===== config.mk =====
export PLATFORM = sky130hd
export DESIGN_NAME = egr_dpb_req_arb
export DESIGN_NICKNAME = d
export VERILOG_FILES = /design/src/rtl/egr_dpb_req_arb.sv
export SDC_FILE = /design/constraint.sdc
export NUM_CORES = 1
export LEC_CHECK = 0
export BUFFER_PORTS_ARGS = -buffer_cell sky130_fd_sc_hd__buf_2
export CAP_MARGIN = 20
export CORE_MARGIN = 3
export CORE_UTILIZATION = 52
export DETAILED_ROUTE_END_ITERATION = 8
export GPL_TIMING_DRIVEN = 0
export HOLD_SLACK_MARGIN = 0.15
export PLACE_DENSITY = 0.86
export SLEW_MARGIN = 20
export SYNTH_ARGS = -nofsm -noshare
export SYNTH_HDL_FRONTEND = slang
export SYNTH_SLANG_ARGS = --single-unit

===== constraint.sdc =====
create_clock -name cclk -period 3.9 [get_ports cclk]
set_clock_uncertainty 0.1 [all_clocks]
set_input_delay 1.17 -clock cclk [delete_from_list [all_inputs] [get_ports cclk]]
set_output_delay 1.17 -clock cclk [all_outputs]
set_load 0.005 [all_outputs]

===== src/rtl/egr_dpb_req_arb.sv =====
// egr_dpb_req_arb: round-robin arbiter that merges N_REQ PFS dirty-pointer
// streams into one FIFO and drains it toward the DPB with the source index.
module egr_dpb_req_arb #(
   parameter int N_REQ      = 4,
   parameter int PTR_W      = 20,
   parameter int FIFO_DEPTH = 8,
   parameter int SRC_W      = $clog2(N_REQ),
   parameter int CNT_W      = $clog2(FIFO_DEPTH) + 1
) (
   input  logic                   cclk,
   input  logic                   rst,
   input  logic                   cfg_en,
   input  logic [N_REQ-1:0]       req_valid,
   input  logic [N_REQ*PTR_W-1:0] req_ptr,
   output logic [N_REQ-1:0]       req_ready,
   output logic                   out_valid,
   output logic [PTR_W-1:0]       out_ptr,
   output logic [SRC_W-1:0]       out_src,
   input  logic                   out_ready,
   output logic [CNT_W-1:0]       fifo_cnt,
   output logic                   push_err
);

   localparam int AW = $clog2(FIFO_DEPTH);

   logic [SRC_W-1:0] rr;
   logic [AW-1:0]    wr_ptr;
   logic [AW-1:0]    rd_ptr;
   logic [PTR_W-1:0] mem_ptr [FIFO_DEPTH];
   logic [SRC_W-1:0] mem_src [FIFO_DEPTH];

   logic             full;
   logic             grant_ok;
   logic             grant;
   logic             pop;
   logic [SRC_W-1:0] grant_idx;

   // No bypass at full: a same-cycle pop does not open a slot for a grant.
   // Grants are also held off while rst is asserted so req_ready reads 0.
   assign full      = (fifo_cnt == CNT_W'(FIFO_DEPTH));
   assign grant_ok  = cfg_en & ~full & ~rst;
   assign out_valid = (fifo_cnt != '0);
   assign pop       = out_valid & out_ready;

   // Round-robin scan from rr upward with wrap; first valid requester wins.
   always_comb begin
      int idx;
      // NOTE: every always_comb output gets a default first so no path leaves it unassigned (no latch).
      idx       = 0;
      req_ready = '0;
      grant     = 1'b0;
      grant_idx = '0;
      if (grant_ok) begin
         for (int k = 0; k < N_REQ; k++) begin
            idx = int'(rr) + k;
            if (idx >= N_REQ) idx = idx - N_REQ;
            if (!grant && req_valid[idx]) begin
               grant          = 1'b1;
               grant_idx      = SRC_W'(idx);
               req_ready[idx] = 1'b1;
            end
         end
      end
   end

   // Head of the FIFO is read combinationally; forced to 0 when empty.
   always_comb begin
      out_ptr = '0;
      out_src = '0;
      if (out_valid) begin
         out_ptr = mem_ptr[rd_ptr];
         out_src = mem_src[rd_ptr];
      end
   end

   // FIFO storage write; contents are don't-care after reset.
   // NOTE: the memory array has no reset; out_valid gating makes stale contents invisible.
   always_ff @(posedge cclk) begin
      if (grant) begin
         mem_ptr[wr_ptr] <= req_ptr[int'(grant_idx)*PTR_W +: PTR_W];
         mem_src[wr_ptr] <= grant_idx;
      end
   end

   // Control state: priority pointer, FIFO pointers, occupancy and sticky error.
   // NOTE: sequential state uses non-blocking assignments so all registers update from pre-edge values.
   always_ff @(posedge cclk or posedge rst) begin
      if (rst) begin
         rr       <= '0;
         wr_ptr   <= '0;
         rd_ptr   <= '0;
         fifo_cnt <= '0;
         push_err <= 1'b0;
      end else begin
         if (grant) begin
            rr     <= (int'(grant_idx) == N_REQ - 1) ? '0 : grant_idx + SRC_W'(1);
            wr_ptr <= wr_ptr + AW'(1);
         end
         if (pop) rd_ptr <= rd_ptr + AW'(1);
         case ({grant, pop})
            2'b10:   fifo_cnt <= fifo_cnt + CNT_W'(1);
            2'b01:   fifo_cnt <= fifo_cnt - CNT_W'(1);
            default: fifo_cnt <= fifo_cnt;
         endcase
         if (grant && full) push_err <= 1'b1;
      end
   end

endmodule


======== After elaboration in Yosys (flattened, before gate mapping) ========
Memories as Yosys holds them, arrays and structs flattened.
Index checks and enable logic that the tools add are counted.
word-level totals
  register bits ........................... 13
  bits in writable memories ............... 176
  input port bits ......................... 88
  word-level logic and storage cells ...... 113
  memories kept ........................... 2
memories
  name     depth  bits a word  rd ports  clocked after Yosys merged registers in  wr ports  line  RTL
  mem_ptr  8      20           1         0                                        1         29    logic [PTR_W-1:0] mem_ptr [FIFO_DEPTH];
  mem_src  8      2            1         0                                        1         30    logic [SRC_W-1:0] mem_src [FIFO_DEPTH];
operators by class
  $add $sub $neg .......................... 12
  multiply operators ...................... 1
  order comparisons ....................... 12
  eq/ne operators ......................... 4
  shift-type cells ........................ 1
  muxes and demuxes ....................... 55
  bitwise operators ....................... 8
  reduce and logical (&&, ||, !) cells .... 13
operators by type and width
  kind                                                                count
  2-to-1 mux 32 bit                                                   8
  greater-or-equal comparator 32 x 1 -> 1 bit, second input constant  4
  < comparator 32 x 4 -> 1 bit, second input constant                 4
  variable part select 80 x 8 -> 20 bit                               1
  2-to-1 mux 4 bit                                                    8
  2-to-1 mux 1 bit                                                    22
  2-to-1 mux 20 bit                                                   1
  2-to-1 mux 2 bit                                                    7
  OR 4 bit                                                            3
  subtractor 3 x 3 -> 4 bit, second input constant                    3
  greater-or-equal comparator 3 bit, second input constant            3
  binary-select mux 1 bit (select 2 bit)                              4
  demux 1 bit (select 2 bit)                                          4
  logical AND 1 bit                                                   8
  case mux 4 bit (2 select lines)                                     1
  adder 2 x 2 -> 3 bit, second input constant                         2
  adder 3 x 1 -> 3 bit, second input constant                         2
  multiplier 2 x 3 -> 5 bit, second input constant                    1
  adder 4 x 1 -> 4 bit, second input constant                         1
  == test 2 x 1 -> 1 bit, second input constant                       2
  == test 4 bit, second input constant                                1
  nonzero test 4 bit                                                  1
  subtractor 2 x 3 -> 4 bit, second input constant                    1
  subtractor 4 x 1 -> 4 bit, second input constant                    1
  8 further kinds                                                     13

======== Longest topological paths before layout ========
Gate-level depths: netlist of the first run.
  word-level depth ........................ 24
  mapped depth ............................ 14

======== Worst setup path after synthesis of the first run ========
No wires, ideal clock.
  path type ............................... input -> register
  start ................................... input rst
  end ..................................... memory mem_ptr[2][0], enable pin
  library setup time ...................... 0.465 ns
  data arrival time ....................... 4.628 ns
  required time ........................... 3.335 ns
  slack ................................... -1.293 ns
  stages .................................. 6
  buffers on the path ..................... 1
  cells stage by stage .................... inv_1 -> and3_2 -> and2_2 -> inv_2 -> clkbuf_1 -> nor4b_1
on the way
  longest elaborated chain between the ends .. 5
ends and longest elaborated chain
  element                                 line  RTL
  from (decl)                             11    input logic rst,
  inverter 1 bit                          41    assign grant_ok = cfg_en & ~full & ~rst;
  AND 1 bit                               41
  2-to-1 mux 1 bit                        53    if (grant_ok) begin
  2-to-1 mux 1 bit                        79    if (grant) begin
  2-to-1 mux 1 bit (implied by the code)  80    mem_ptr[wr_ptr] <= req_ptr[int'(grant_idx)*PTR_W +: PTR_W];
  to (decl)                               29
Every way passes these cells.

======== Worst setup path after layout of the first run ========
  start ................................... input req_valid[1]
  end ..................................... output req_ready[3]
on the way
  longest elaborated chain between the ends .. 17
  elaborated cells on any way between the ends .. 35
  classes of those cells .................. 26 x mux; 3 x bitwise; 6 x reduce/logical
ends and longest elaborated chain
  element                                               line  RTL
  from (decl)                                           13    input logic [N_REQ-1:0] req_valid,
  binary-select mux 1 bit (select 2 bit)                57    if (!grant && req_valid[idx]) begin
  2-to-1 mux 1 bit (implied by the code) (2 in series)  57
  2-to-1 mux 1 bit                                      57
  2-to-1 mux 1 bit                                      53
  zero test 1 bit                                       57
  logical AND 1 bit                                     57
  2-to-1 mux 1 bit                                      57
  2-to-1 mux 1 bit                                      53
  zero test 1 bit                                       57
  logical AND 1 bit                                     57
  2-to-1 mux 1 bit                                      57
  2-to-1 mux 1 bit                                      53
  zero test 1 bit                                       57
  logical AND 1 bit                                     57
  2-to-1 mux 4 bit (*)                                  57
  2-to-1 mux 4 bit (*)                                  53
  to (decl)                                             15    output logic [N_REQ-1:0] req_ready,
Mark *: on every way between the ends. The rest lies on a longest branch, timed or not. The select of a mux whose other input is x is not followed.

==> flow_summary.json, run 1 <==
{
  "cts.clk_slew.worst_paths_ps": 60,
  "synth_edf_count": 176,
  "power.density_mw_per_mm2": 755,
  "min_to": "push_err$_DFFE_PP0P_",
  "period_minus_slack_ps": 3880,
  "num_vias": 5566,
  "insertion_delay_ps": 410,
  "grt_max_degree": 23,
  "vias_per_cell": 6.08,
  "layout_commonest_cell": "edfxtp_1",
  "crit_type": "in -> out",
  "portBuffers": 116,
  "rows": 46,
  "reg2reg_depth": 10,
  "ant_nets": 0,
  "setup_viol": 0,
  "whs_path_depth": 1,
  "outcome": "completed",
  "die_w_um": 134,
  "hold_path_class": "reg -> reg",
  "path_max_fanout": 9,
  "ir_worst_vdd_mv": 0.499,
  "critPathArrivalTime_ps": 2610,
  "hpwl_um": 14200,
  "period_share_pct": 99.4,
  "min-delay-start": "push_err$_DFFE_PP0P_",
  "layout_common_cells": "edfxtp_1, buf_2, nand2_1",
  "coreArea_mm2": 0.0160,
  "rsz0062_at_grt": "true",
  "synth-seq-area-share_pct": 65.5,
  "antenna_found_initial": 0,
  "power.leakage_nw": 3.80,
  "grt_remaining_overflow": 0,
  "worst_slew_pin_slew_ps": 870,
  "antenna_cells": 0,
  "ys_warn_count": 0,
  "cts_buffers": 17,
  "cap_viol_max_count": 0,
  "cts.sinks": 189,
  "grt_use_total_pct": 23.5,
  "wl_per_cell_um": 23.0,
  "r2r_setup_slack_ps": 380,
  "drive_gt1_share_pct": 41.9,
  "tritoncts": "done",
  "async_reset_ff_share_pct": 6.88,
  "relSlewSlack_pct": 42.0,
  "htreeDepth": 4,
  "grt_pass1_vias": 5727,
  "regToRegStartpoint": "rr[0]$_DFFE_PP0P_",
  "drcViolationCount": 0,
  "dieArea_mm2": 0.0180,
  "final_nets": 784,
  "clockBufferDepth": 2,
  "routed_wl_um": 21100,
  "syn2layout_area_growth_pct": 21.4,
  "syn_inst": 534,
  "timing.rr.end": "mem_ptr[3][8]$_DFFE_PP_",
  "synth_ff_type": "edfxtp_1",
  "synth-seq-cells": 189,
  "drv_slew": 0,
  "fp.dieH_um": 134,
  "initial_core_util_pct": 53.5,
  "synthesis.nets": 631,
  "timing.fmax_ghz": 0.258,
  "fin_setup_tns_ps": 0,
  "synth.cell_area_mm2": 0.00856,
  "detailedRoute.firstPassIterationCount": 7,
  "final_util_pct": 65.0,
  "cts_root_buf": "clkbuf_16",
  "yosysUniqueCellTypes": 49,
  "drtIter0Drc": 575,
  "ioPinCount": 120,
  "gp_congestion": 0.854,
  "syn-mean-instance-area_um2": 16.0,
  "grt_pass1_wl_um": 31500,
  "finalPower_w": 0.00785,
  "crit_path_start_kind": "input port",
  "finalHoldViolCount": 0,
  "crit_required_ps": 2630,
  "end_kind": "primary output"
}
-- sequential cells by signal, summed over array words and instances, names as in the netlist --
| signal | cells |
|---|---|
| rd_ptr | 3 |
| fifo_cnt | 4 |
| rr | 2 |
| mem_src | 16 |
| mem_ptr | 160 |
| wr_ptr | 3 |
| push_err | 1 |
-- report_power, final --
group	switching, W	internal [W]
Sequential	0.000137	0.00271
Clock	0.000754	0.000959
Combinational	0.00186	0.00143
Total	0.00275	0.00510
-- synth_stat cells (2+ instances only) --
master	number	area, um2
mux2_2	2	22.5
nand2b_1	2	12.5
buf_12	2	40.0
a21oi_1	5	25.0
xor2_1	4	35.0
edfxtp_1	176	5290
buf_6	5	56.3
buf_2	12	60.1
xnor2_1	8	70.1
nor3_1	3	15.0
nand3b_1	3	22.5
a32oi_1	21	184
inv_1	4	15.0
nand3_1	4	20.0
mux2i_1	22	220
nand2_1	76	285
mux4_2	46	1040
o21ai_0	3	15.0
buf_4	4	30.0
nor4b_1	2	17.5
o211ai_1	2	15.0
a21oi_2	19	166
ha_1	9	113
clkbuf_1	13	48.8
buf_1	4	15.0
a22oi_1	4	30.0
nor2_1	38	143
dfrtp_1	13	325
inv_2	2	7.51
nor3b_1	3	22.5
a221oi_1	4	35.0
or3_1	2	12.5
-- worst max-delay path, cell delays in order --
cell and delay [ps]:
buf_4 140, mux4_2 550, nor2b_4 210, a22oi_1 90, nor2_1 170, a221oi_2 60, nor2_1 90, buf_2 120
-- kinds of logic after synthesis --
kind of cell    Yosys count  share of synthesized area, %
simple gates            144                          7.58
buf+inv                  47                          3.26
xor+xnor                 12                          1.23
flops                   189                          65.5
mux                      70                          14.9
compound gates           63                          6.15
fa+ha+maj                 9                          1.32
-- layout make-up --
type                       count  area [um2]
buffer                        37         262
fill                        1097        5600
sequential                   189        5610
tap                          216         270
inverter                       7        36.3
clock buffer                  18         429
clock inverter                14         154
timing repair buffer         137         810
multi-input combinational    298        2820
-- worst max-delay path by stage --
stage / startpoint / endpoint / cells past startpoint
global placement: rst / mem_ptr[4][10]$_DFFE_PP_ / 7
floorplan: rst / mem_ptr[2][0]$_DFFE_PP_ / 6
finish: req_valid[1] / req_ready[3] / 8
CTS: rr[0]$_DFFE_PP0P_ / req_ready[3] / 10
global route: rr[0]$_DFFE_PP0P_ / req_ready[2] / 9
detailed placement: rst / fifo_cnt[2]$_DFFE_PP0P_ / 13
-- layer usage --
metal  routed length (um)  vias up  track usage (%)
met3                 1570       71             5.44
met5                    0        -                0
met2                10900      326             40.1
met4                  720        0             8.82
met1                 7920     2765             29.4
li1                     -     2404                -
-- through the flow --
| step | cells | instance area, um2 | hold slack (ps) | setup WS, ps |
|---|---|---|---|---|
| 2_1_floorplan | 534 | 8600 | 352 | -236 |
| 3_3_place_gp | 866 | 9450 | 340 | -1580 |
| 3_5_place_dp | 878 | 9670 | 345 | -426 |
| 4_1_cts | 913 | 10300 | 360 | -24.2 |
| 5_1_grt | 916 | 10400 | 370 | -81.3 |
| 6_report | 916 | 10400 | 354 | 24.3 |
-- timing repair --
| item | CTS | global route |
|---|---|---|
| hold endpoints to repair | 0 | 0 |
| setup buffers | 5 | 4 |
| endpoints found under the setup margin | 122 | 118 |
| resized for setup | 20 | 19 |
| hold buffers | 0 | 0 |
| pin swaps | 5 | 6 |
Note: power is estimated with default switching activity, not from simulation.
==> run 2: changes to the inputs <==
--- a/config.mk
+++ b/config.mk
@@ -12,7 +12,7 @@
 export DETAILED_ROUTE_END_ITERATION = 8
 export GPL_TIMING_DRIVEN = 0
 export HOLD_SLACK_MARGIN = 0.15
-export PLACE_DENSITY = 0.86
+export PLACE_DENSITY = 0.76
 export SLEW_MARGIN = 20
 export SYNTH_ARGS = -nofsm -noshare
 export SYNTH_HDL_FRONTEND = slang
==> flow_summary.json, run 2 (synthesis gave the netlist of run 1 again) <==
{
  "outcome": "finished, violations left",
  "violations": "setup timing",
  "initial_core_util_pct": 53.5,
  "rsz0062_at_grt": "true",
  "htreeDepth": 4,
  "cts.sinks": 189,
  "antenna_cells": 0,
  "ant_nets": 0,
  "critPathArrivalTime_ps": 2680,
  "crit_type": "in -> out",
  "worst_slew_pin_slew_ps": 961,
  "drv_slew": 0,
  "cts_hold_buf": 0,
  "timing.rr.end": "mem_ptr[4][8]$_DFFE_PP_",
  "period_share_pct": 101,
  "fp.dieH_um": 134,
  "reg2reg_depth": 10,
  "routed_wl_um": 19500,
  "dieArea_mm2": 0.0180,
  "hold_slack_ps": 355,
  "whs_path_depth": 1,
  "ioPinCount": 120,
  "die_w_um": 134,
  "crit_required_ps": 2630,
  "placed_area_mm2": 0.00969,
  "regToRegStartpoint": "rr[0]$_DFFE_PP0P_",
  "relSlewSlack_pct": 36.0,
  "endpoint": "req_ready[0]",
  "hold_path_class": "reg -> reg",
  "layout_common_cells": "edfxtp_1, buf_2, nand2_1",
  "nFillCells": 1154,
  "ir_worst_vdd_mv": 0.478,
  "final_area_mm2": 0.0104,
  "crit_path_start_kind": "input port",
  "clockBufferDepth": 2,
  "syn2layout_area_growth_pct": 21.5,
  "portBuffers": 116,
  "final_nets": 787,
  "insertion_delay_ps": 420,
  "coreArea_mm2": 0.0160,
  "grt_use_total_pct": 22.0,
  "fin_setup_tns_ps": -63.1,
  "grt_pass1_vias": 5398,
  "largest_register_ffs": 160,
  "cts_root_buf": "clkbuf_16",
  "drcViolationCount": 0,
  "path_max_fanout": 10,
  "setup_viol": 3,
  "grt_max_degree": 23,
  "wl_per_cell_um": 21.2,
  "cts.clk_slew.worst_paths_ps": 70,
  "rows": 46,
  "grt_pass1_wl_um": 29600,
  "drtIter0Drc": 460,
  "detailedRoute.firstPassIterationCount": 5,
  "reg_top3": "mem_ptr: 160 flops, mem_src: 16 flops, fifo_cnt: 4 flops",
  "drive_gt1_share_pct": 42.2,
  "finalHoldViolCount": 0,
  "hpwl_um": 13700,
  "vias_per_cell": 5.87,
  "power.density_mw_per_mm2": 737,
  "timing.fmax_ghz": 0.253,
  "num_vias": 5395,
  "r2r_setup_slack_ps": 330,
  "layout_commonest_cell": "edfxtp_1",
  "tritoncts": "done",
  "cts_buffers": 17,
  "grt_remaining_overflow": 0,
  "antenna_found_initial": 0,
  "cp-startpoint": "req_valid[2]",
  "layout_setup_ws_ps": -50.1,
  "cap_viol_max_count": 0,
  "final_util_pct": 65.0,
  "top_register": "mem_ptr",
  "end_kind": "primary output",
  "power.leakage_nw": 3.80,
  "gp_congestion": 0.825,
  "period_minus_slack_ps": 3950
}
## run 2: cell count changes in the layout (fill, tap and decap cells not counted), sizes merged
cell    before  now
bufinv       2    0
inv         12   15
buf        160  162
## run 2: worst min-delay path by stage
stage / start / end
2_1_floorplan: push_err$_DFFE_PP0P_ / push_err$_DFFE_PP0P_
3_3_place_gp: push_err$_DFFE_PP0P_ / push_err$_DFFE_PP0P_
3_5_place_dp: push_err$_DFFE_PP0P_ / push_err$_DFFE_PP0P_
4_1_cts: push_err$_DFFE_PP0P_ / push_err$_DFFE_PP0P_
5_1_grt: push_err$_DFFE_PP0P_ / push_err$_DFFE_PP0P_
6_report: push_err$_DFFE_PP0P_ / push_err$_DFFE_PP0P_
## run 2: per-stage QoR
stage                     total power, W  std cells  setup slack (ps)
final                            0.00767        919             -50.1
after global routing             0.00809        919              -125
after CTS                        0.00764        914             -35.8
after detailed placement         0.00594        878              -423
after global placement           0.00571        866             -1680
after floorplan                  0.00492        534              -236
## run 2: routing by layer
layer,global-route usage [%],share of wire (%),up-vias
li1,-,-,2400
met5,0,0,-
met4,7.47,1.7,0
met2,37.0,53,232
met1,29.7,40,2731
met3,3.41,5.6,32
## run 2: layout make-up
class,instances,area (um2),area share [%]
flip-flops and latches,189,5610,53.9
multi-input cells,298,2830,27.2
repair buffers,140,855,8.21
clock buffers,17,425,4.09
well taps,216,270,2.60
plain buffers,37,251,2.42
clock inverters,15,123,1.18
inverters,7,36.3,0.349
## run 2: timing repair
| action | in CTS | in global routing |
|---|---|---|
| pin swaps | 4 | 6 |
| endpoints found under the setup margin | 141 | 147 |
| resized for setup | 17 | 15 |
| cloned | 0 | 0 |
| buffers inserted | 6 | 6 |
## run 2: worst max-delay path: stages
cell and delay (ps):
buf_2 160, mux4_2 590, buf_4 180, a22oi_2 160, nor2_1 70, a221oi_2 170, nor2_1 60, buf_2 120
## run 2: power breakdown
part           internal, W  switching (W)
registers          0.00271       0.000124
clock network     0.000837       0.000764
logic              0.00145        0.00178
total              0.00500        0.00267
